**config.mk**
```make
export PLATFORM = sky130hd
export DESIGN_NAME = aho_monitor
export DESIGN_NICKNAME = d
export VERILOG_FILES = /design/src/rtl/aho_monitor.sv
export SDC_FILE = /design/constraint.sdc
export NUM_CORES = 1
export LEC_CHECK = 0
export CAP_MARGIN = 10
export CORE_ASPECT_RATIO = 0.9
export CORE_UTILIZATION = 63
export CTS_CLUSTER_DIAMETER = 200
export CTS_CLUSTER_SIZE = 40
export DETAILED_ROUTE_END_ITERATION = 7
export DONT_BUFFER_PORTS = 1
export PLACE_DENSITY = 0.91
export SETUP_SLACK_MARGIN = 0.02
export SKIP_CTS_REPAIR_TIMING = 1
export SYNTH_ARGS = -nofsm -noshare
export SYNTH_HDL_FRONTEND = slang
export SYNTH_SLANG_ARGS = --single-unit
```
**constraint.sdc**
```tcl
create_clock -name CLK -period 3.2 [get_ports CLK]
set_input_delay 0.32 -clock CLK [delete_from_list [all_inputs] [get_ports CLK]]
set_output_delay 0.32 -clock CLK [all_outputs]
set_load 0.02 [all_outputs]
```
**src/rtl/aho_monitor.sv**
```systemverilog
// Receive-side checker for the single-bit AHO pattern stream: recovers frame
// alignment from the three-zero run, then checks every bit against a local model.
module aho_monitor #(
  parameter int ERR_W      = 16,
  parameter int MISS_LIMIT = 4
) (
  input  logic             CLK,
  input  logic             RST,
  input  logic             AHO_IN,
  output logic             LOCK,
  output logic             ERR,
  output logic [ERR_W-1:0] ERR_CNT,
  output logic [3:0]       PHASE,
  output logic             FRAME
);

  // state  | meaning
  // HUNT   | searching for the exact third zero of a run (sample k=2)
  // LOCKED | model aligned, every sample compared against exp(cnt)
  typedef enum logic {HUNT, LOCKED} state_t;

  // bit p holds the pattern bit for phase p; bit 0 is unused (k=0 is always 0)
  localparam logic [15:0] PAT = 16'hD6E8;

  state_t      state;
  logic [1:0]  zrun;
  logic [15:0] cnt;
  logic [3:0]  ph;
  logic [3:0]  miss;

  logic        exp_bit;
  logic        mismatch;
  logic [3:0]  miss_next;
  logic        lose;

  always_comb begin
    exp_bit   = (cnt == 16'd0) ? 1'b0 : PAT[ph];
    mismatch  = AHO_IN ^ exp_bit;
    miss_next = ((ph == 4'd1) ? 4'd0 : miss) + {3'b000, mismatch};
    lose      = (miss_next == 4'(MISS_LIMIT));
  end

  always_ff @(posedge CLK or negedge RST) begin
    if (!RST) begin
      state   <= HUNT;
      zrun    <= 2'd0;
      cnt     <= 16'd0;
      ph      <= 4'd0;
      miss    <= 4'd0;
      LOCK    <= 1'b0;
      ERR     <= 1'b0;
      FRAME   <= 1'b0;
      PHASE   <= 4'd0;
      ERR_CNT <= '0;
    end else begin
      if (AHO_IN)
        zrun <= 2'd0;
      else if (zrun != 2'd3)
        zrun <= zrun + 2'd1;

      case (state)
        HUNT: begin
          ERR   <= 1'b0;
          FRAME <= 1'b0;
          PHASE <= 4'd0;
          if (!AHO_IN && zrun == 2'd2) begin
            state <= LOCKED;
            cnt   <= 16'd3;
            ph    <= 4'd3;
            miss  <= 4'd0;
            LOCK  <= 1'b1;
          end else begin
            LOCK  <= 1'b0;
          end
        end
        LOCKED: begin
          ERR   <= mismatch;
          FRAME <= (cnt == 16'd0);
          PHASE <= ph;
          cnt   <= cnt + 16'd1;
          if (cnt == 16'hFFFF)
            ph <= 4'd0;
          else if (ph == 4'd15 || ph == 4'd0)
            ph <= 4'd1;
          else
            ph <= ph + 4'd1;
          if (lose) begin
            state <= HUNT;
            miss  <= 4'd0;
            LOCK  <= 1'b0;
          end else begin
            miss  <= miss_next;
            LOCK  <= 1'b1;
          end
          // the losing mismatch is still counted
          if (mismatch && ERR_CNT != '1)
            ERR_CNT <= ERR_CNT + 1'b1;
        end
        default: begin
          state <= HUNT;
          LOCK  <= 1'b0;
        end
      endcase
    end
  end

endmodule

```
Yosys cells after proc, flatten, opt, wreduce, memory -nomap -nowiden
Memories as Yosys holds them, arrays and structs flattened.
Cells that the tools add are included.
{"block": "op_classes", "mux": 20, "n_eq_ne": 8, "magnitude_cmp": 1, "reduce_logical": 8, "bitwise_logic": 2, "addsub": 5}
{"cell": "16-bit by 1-bit adder with 16-bit output (second input constant)", "n": 2}
{"cell": "16-bit case mux with 2 select lines", "n": 1}
{"cell": "4-bit two-way mux", "n": 6}
{"cell": "4-bit case mux with 2 select lines", "n": 3}
{"cell": "16-bit == test (second input constant)", "n": 1}
{"cell": "16-bit logical NOT", "n": 1}
{"cell": "16-bit two-way mux", "n": 1}
{"cell": "16-bit inequality test (second input constant)", "n": 1}
{"cell": "1-bit case mux with 2 select lines", "n": 3}
{"cell": "4-bit by 5-bit < comparator with 1-bit output (second input constant)", "n": 1}
{"cell": "4-bit by 1-bit adder with 4-bit output", "n": 1}
{"cell": "4-bit by 1-bit adder with 4-bit output (second input constant)", "n": 1}
{"cell": "4-bit by 1-bit == test with 1-bit output (second input constant)", "n": 1}
{"cell": "4-bit by 3-bit == test with 1-bit output (second input constant)", "n": 1}
{"cell": "4-bit == test (second input constant)", "n": 1}
{"cell": "4-bit logical NOT", "n": 1}
{"cell": "1-bit two-way mux", "n": 4}
{"cell": "2-bit two-way mux", "n": 2}
{"cell": "2-bit inequality test (second input constant)", "n": 2}
{"cell": "2-bit by 1-bit adder with 2-bit output (second input constant)", "n": 1}
{"cell": "2-bit == test (second input constant)", "n": 1}
{"cell": "1-bit logical AND", "n": 2}
{"cell": "2-bit AND reduction", "n": 1}
{"cell": "2-bit nonzero test", "n": 1}
{"cell": "4 further kinds", "n": 4}
{"block": "totals", "memories": 1, "wordCells": 54, "register_bits": 49, "in_bits": 3, "romBits": 16}
{"memory": "(name not given)", "depth": 16, "word_bits": 1, "rd": 1, "rd_ports_with_merged_regs": 0, "write_ports": 0, "line": "37", "rtl": "exp_bit = (cnt == 16'd0) ? 1'b0 : PAT[ph];"}

Depth between registers and ports, before layout
{"block": "logic_depth", "word_depth": 8, "mapped_depth": 15}

Worst setup path after synthesis
OpenSTA, ideal clock, no wires.
{"block": "synth_timing", "path_type": "register to register", "start": "reg ph[0]", "end": "reg miss[2]", "n_path_buf": 1, "t_arrival_ns": 2.581, "path_stages_with_launch": 15, "slack_ns": 0.487, "period_less_slack_ns": 2.713, "required_time_ns": 3.069, "cell_sequence": "dfrtp_1 -> inv_1 -> ha_1 -> mux2i_1 -> nor2_1 -> o21ai_2 -> xnor2_2 -> buf_2 -> inv_1 -> ha_1 -> ha_1 -> nor3_1 -> nor3_1 -> o21ai_0 -> o21ai_0"}
{"block": "synth_via", "elab_chain_cells": 8}
{"element": "from (decl)", "line": "28", "rtl": "logic [3:0] ph;"}
{"element": "from (signal assigned)", "line": "86", "rtl": "ph <= ph + 4'd1;"}
{"element": "memory read 16 x 1 bit"}
{"element": "1-bit two-way mux (implied by the code)", "line": "37"}
{"element": "1-bit two-way mux", "line": "37"}
{"element": "1-bit XOR", "line": "38", "rtl": "mismatch = AHO_IN ^ exp_bit;"}
{"element": "4-bit by 1-bit adder with 4-bit output (*)", "line": "39", "rtl": "miss_next = ((ph == 4'd1) ? 4'd0 : miss) + {3'b000, mismatch};"}
{"element": "4-bit by 3-bit == test with 1-bit output", "line": "40", "rtl": "lose = (miss_next == 4'(MISS_LIMIT));"}
{"element": "4-bit two-way mux (*)", "line": "87", "rtl": "if (lose) begin"}
{"element": "4-bit case mux with 2 select lines (*)", "line": "61", "rtl": "case (state)"}
{"element": "to (signal assigned)", "line": "92", "rtl": "miss <= miss_next;"}
{"element": "to (decl)", "line": "29", "rtl": "logic [3:0] miss;"}
Mark *: on every way between the ends. The rest lies on a longest branch, timed or not. The select of a mux whose other input is x is not followed.
A chain may end at the register's enable or synchronous reset.

Worst setup path in the final report
Ends and elaborated chain as after synthesis.

==> metrics <==
status complete, no violations; grt ovf 0; port bufs 0; Die Wd 69.31 microns; diode count 0; worst setup slack after placement ~0.48 ns; max_cap viols 0; CTS tree built; yosys warns 0; latest clock arrival within the worst-skew pair 0.31 ns; Static Leakage 1.202 nW; GP Congestion 0.9333; Crit. End Element flip-flop; DP HPWL approximately 3300 microns; Post-synth EDFFs 0; Post-Layout Inst Area 2724 sq um; R2R Setup Slk 0.44 ns; Clk pwr share between 10 and 15%; final hold vios 0; Mapped Nets 276; Pwr Total between 2 and 3 mW; relative max-transition margin between 60% and 70%; Setup WS post-layout 0.4425 ns; fin crit share between 80% and 90%; CORE AREA about 3800 sq um; Detail Route Antenna Nets 0; PD cells 955.1 nW/um^2; Reg-to-Reg Start ph[0]$_DFFE_PN0P_; most common cell after layout, fill and taps aside dfrtp_1; Cells after Synth 263; clock skew ~0.0052 ns; area delta synth->final 6.040%; Die Height 62.58 microns; global-route wire length before repair roughly 8400 microns; CTS Buf Count 5; critical-path cell list inv_1 -> ha_1 -> mux2i_1 -> nor2_1 -> o21ai_2 -> xnor2_2 -> inv_1 -> ha_1 -> ha_1 -> nor3_1 -> nor3_1 -> o21ai_0 -> o21ai_0; pin count of the biggest net entering global routing 50; Worst Hold End zrun[1]$_DFFE_PN0P_; CTS max path bufs 2; fin. max-slew vios 0; total track usage 24.06%; die area 4337 sq um; Critical Path AT 2.95 ns; Clock transition at path regs 0.09 ns; hold depth 1; RSZ-0062 raised after global routing false; fin util a little under three quarters; Sequential Power Share 47.9%; most used cell, CP ha_1; reg2reg path depth 13; highest clock rate 0.3626 GHz; H-tree depth 2; routed vias 1966; crit path kind flip-flop to flip-flop; switching share of power a little under half; Seq cells post-synth between 40 and 50; Fillers 251; hold slack 0.06790 ns; total wire length 4844 microns; hold wc startpoint AHO_IN; layout cells sized above 1 7.519%; DR vias/cell 6.301; critical path launch point type flip-flop; Post-Syn Area per Cell 9.767 sq um; Final Setup Violations 0; Crit path required time between 3 and 4 ns; Gate power share roughly two fifths; Synth Flop Type dfrtp_1; worst-margin pin slew between 0.5 and 0.6 ns; setup_tns 0 ns; WL/cell 15.53 microns; vias in the first global route 1796; P_sw between 1 and 1.5 mW; CP max FO 4; IO Pins 26; most frequent cells in the layout dfrtp_1 (49), nand2_1 (24), nand3_1 (22); CTS sink cnt 49; FFs w/ async S/R, synth 100.0%; Worst path max stage delay 0.41 ns; RR Endpoint miss[2]$_DFFE_PN0P_; CP max stage cell dfrtp_1; CTS Root Cell clkbuf_8; initial DRC count 166; peak supply drop 566.8 uV; post-synthesis sequential area ratio 47.74%; min Tclk post-route 2.758 ns; Initial Util 67.42%; HP Class input pin to flip-flop; Placed Cells 302; # rows 21; Post-Syn Area 2569 sq um; Placed Area 2604 sq um; Power Internal 1.424 mW; final net count 278; antenna violations before repair 0; unique cell type count in the Yosys netlist 39; DRC viols 0; drt pass-1 iters 4; Layout Cells excl Fill 312
==> power groups by stage <==
stage                     clock [mW]  sequential, mW  combinational [mW]
after floorplan                    0            1.15               0.834
after global routing           0.376            1.29                1.13
final                          0.354            1.25                1.00
after global placement             0            1.24               0.927
after detailed placement           0            1.25               0.972
after CTS                      0.359            1.24               0.978
==> metal layers <==
metal,vias up,part of all wire (%),global-route usage [%]
met5,-,0,0
met4,0,1.4,7.908
met3,9,4.5,5.968
met2,53,47,37.74
met1,974,47,32.97
li1,930,-,-
==> cell usage after synthesis, types with 3 or more instances <==
cell	count	area, sq um
a21oi_1	3	15.01
a22o_1	4	35.03
and2_1	4	25.02
and3_1	6	37.54
buf_2	3	15.01
clkbuf_1	6	22.52
dfrtp_1	49	1226
ha_1	10	125.1
inv_1	10	37.54
mux2i_1	3	30.03
nand2_1	24	90.09
nand3_1	22	110.1
nand4_1	11	68.82
nor2_1	16	60.06
nor3_1	15	75.07
nor4_1	7	43.79
o21ai_0	18	90.09
or3_1	3	18.77
xnor2_1	8	70.07
xor2_1	16	140.1
==> worst max-delay path by stage <==
stage	depth (start not counted)	startpoint	end	slack [ns]
floorplan	14	ph[0]$_DFFE_PN0P_	miss[2]$_DFFE_PN0P_	0.49
global placement	13	ph[0]$_DFFE_PN0P_	miss[2]$_DFFE_PN0P_	0.71
detailed placement	13	ph[0]$_DFFE_PN0P_	miss[2]$_DFFE_PN0P_	0.48
CTS	13	ph[0]$_DFFE_PN0P_	miss[2]$_DFFE_PN0P_	0.47
global route	13	ph[0]$_DFFE_PN0P_	miss[2]$_DFFE_PN0P_	0.20
finish	13	ph[0]$_DFFE_PN0P_	miss[2]$_DFFE_PN0P_	0.44
==> cell type report <==
type	instances	area [sq um]	area share (%)
multi-input cells	193	1252	45.98
flip-flops and latches	49	1226	45.02
clock buffers	6	72.57	2.664
repair buffers	6	67.56	2.480
well taps	46	57.56	2.113
inverters	10	37.54	1.378
clock inverters	2	10.01	0.3675
==> sequential cells by signal, summed over array words and instances, names as in the netlist <==
signal and cells:
ERR_CNT 16, cnt 16, ERR 1, PHASE 4
state 1, miss 4, FRAME 1, ph 4
zrun 2
==> worst max-delay path: cells and delay by family, from the launching register on <==
family	cells	cell delay, ns
muxes	1	0.17
xor gates and xnor gates	1	0.13
and+or+nand+nor	3	0.44
buffers and inverters	2	0.16
DFF	1	0.41
AOI/OAI and AO/OA	3	0.40
adders and majority gates	3	0.92
==> cell families (layout without fill, tap and decap cells) <==
family / after synthesis / count (layout) / share of synthesized area [%]
simple gates: 118 / 118 / 24.26
flops: 49 / 49 / 47.74
compound gates: 35 / 35 / 8.572
xor+xnor: 26 / 26 / 9.449
buf+inv: 21 / 24 / 3.507
fa+ha+maj: 10 / 10 / 4.871
mux: 4 / 4 / 1.607
Power figures use the tool's default switching activity.
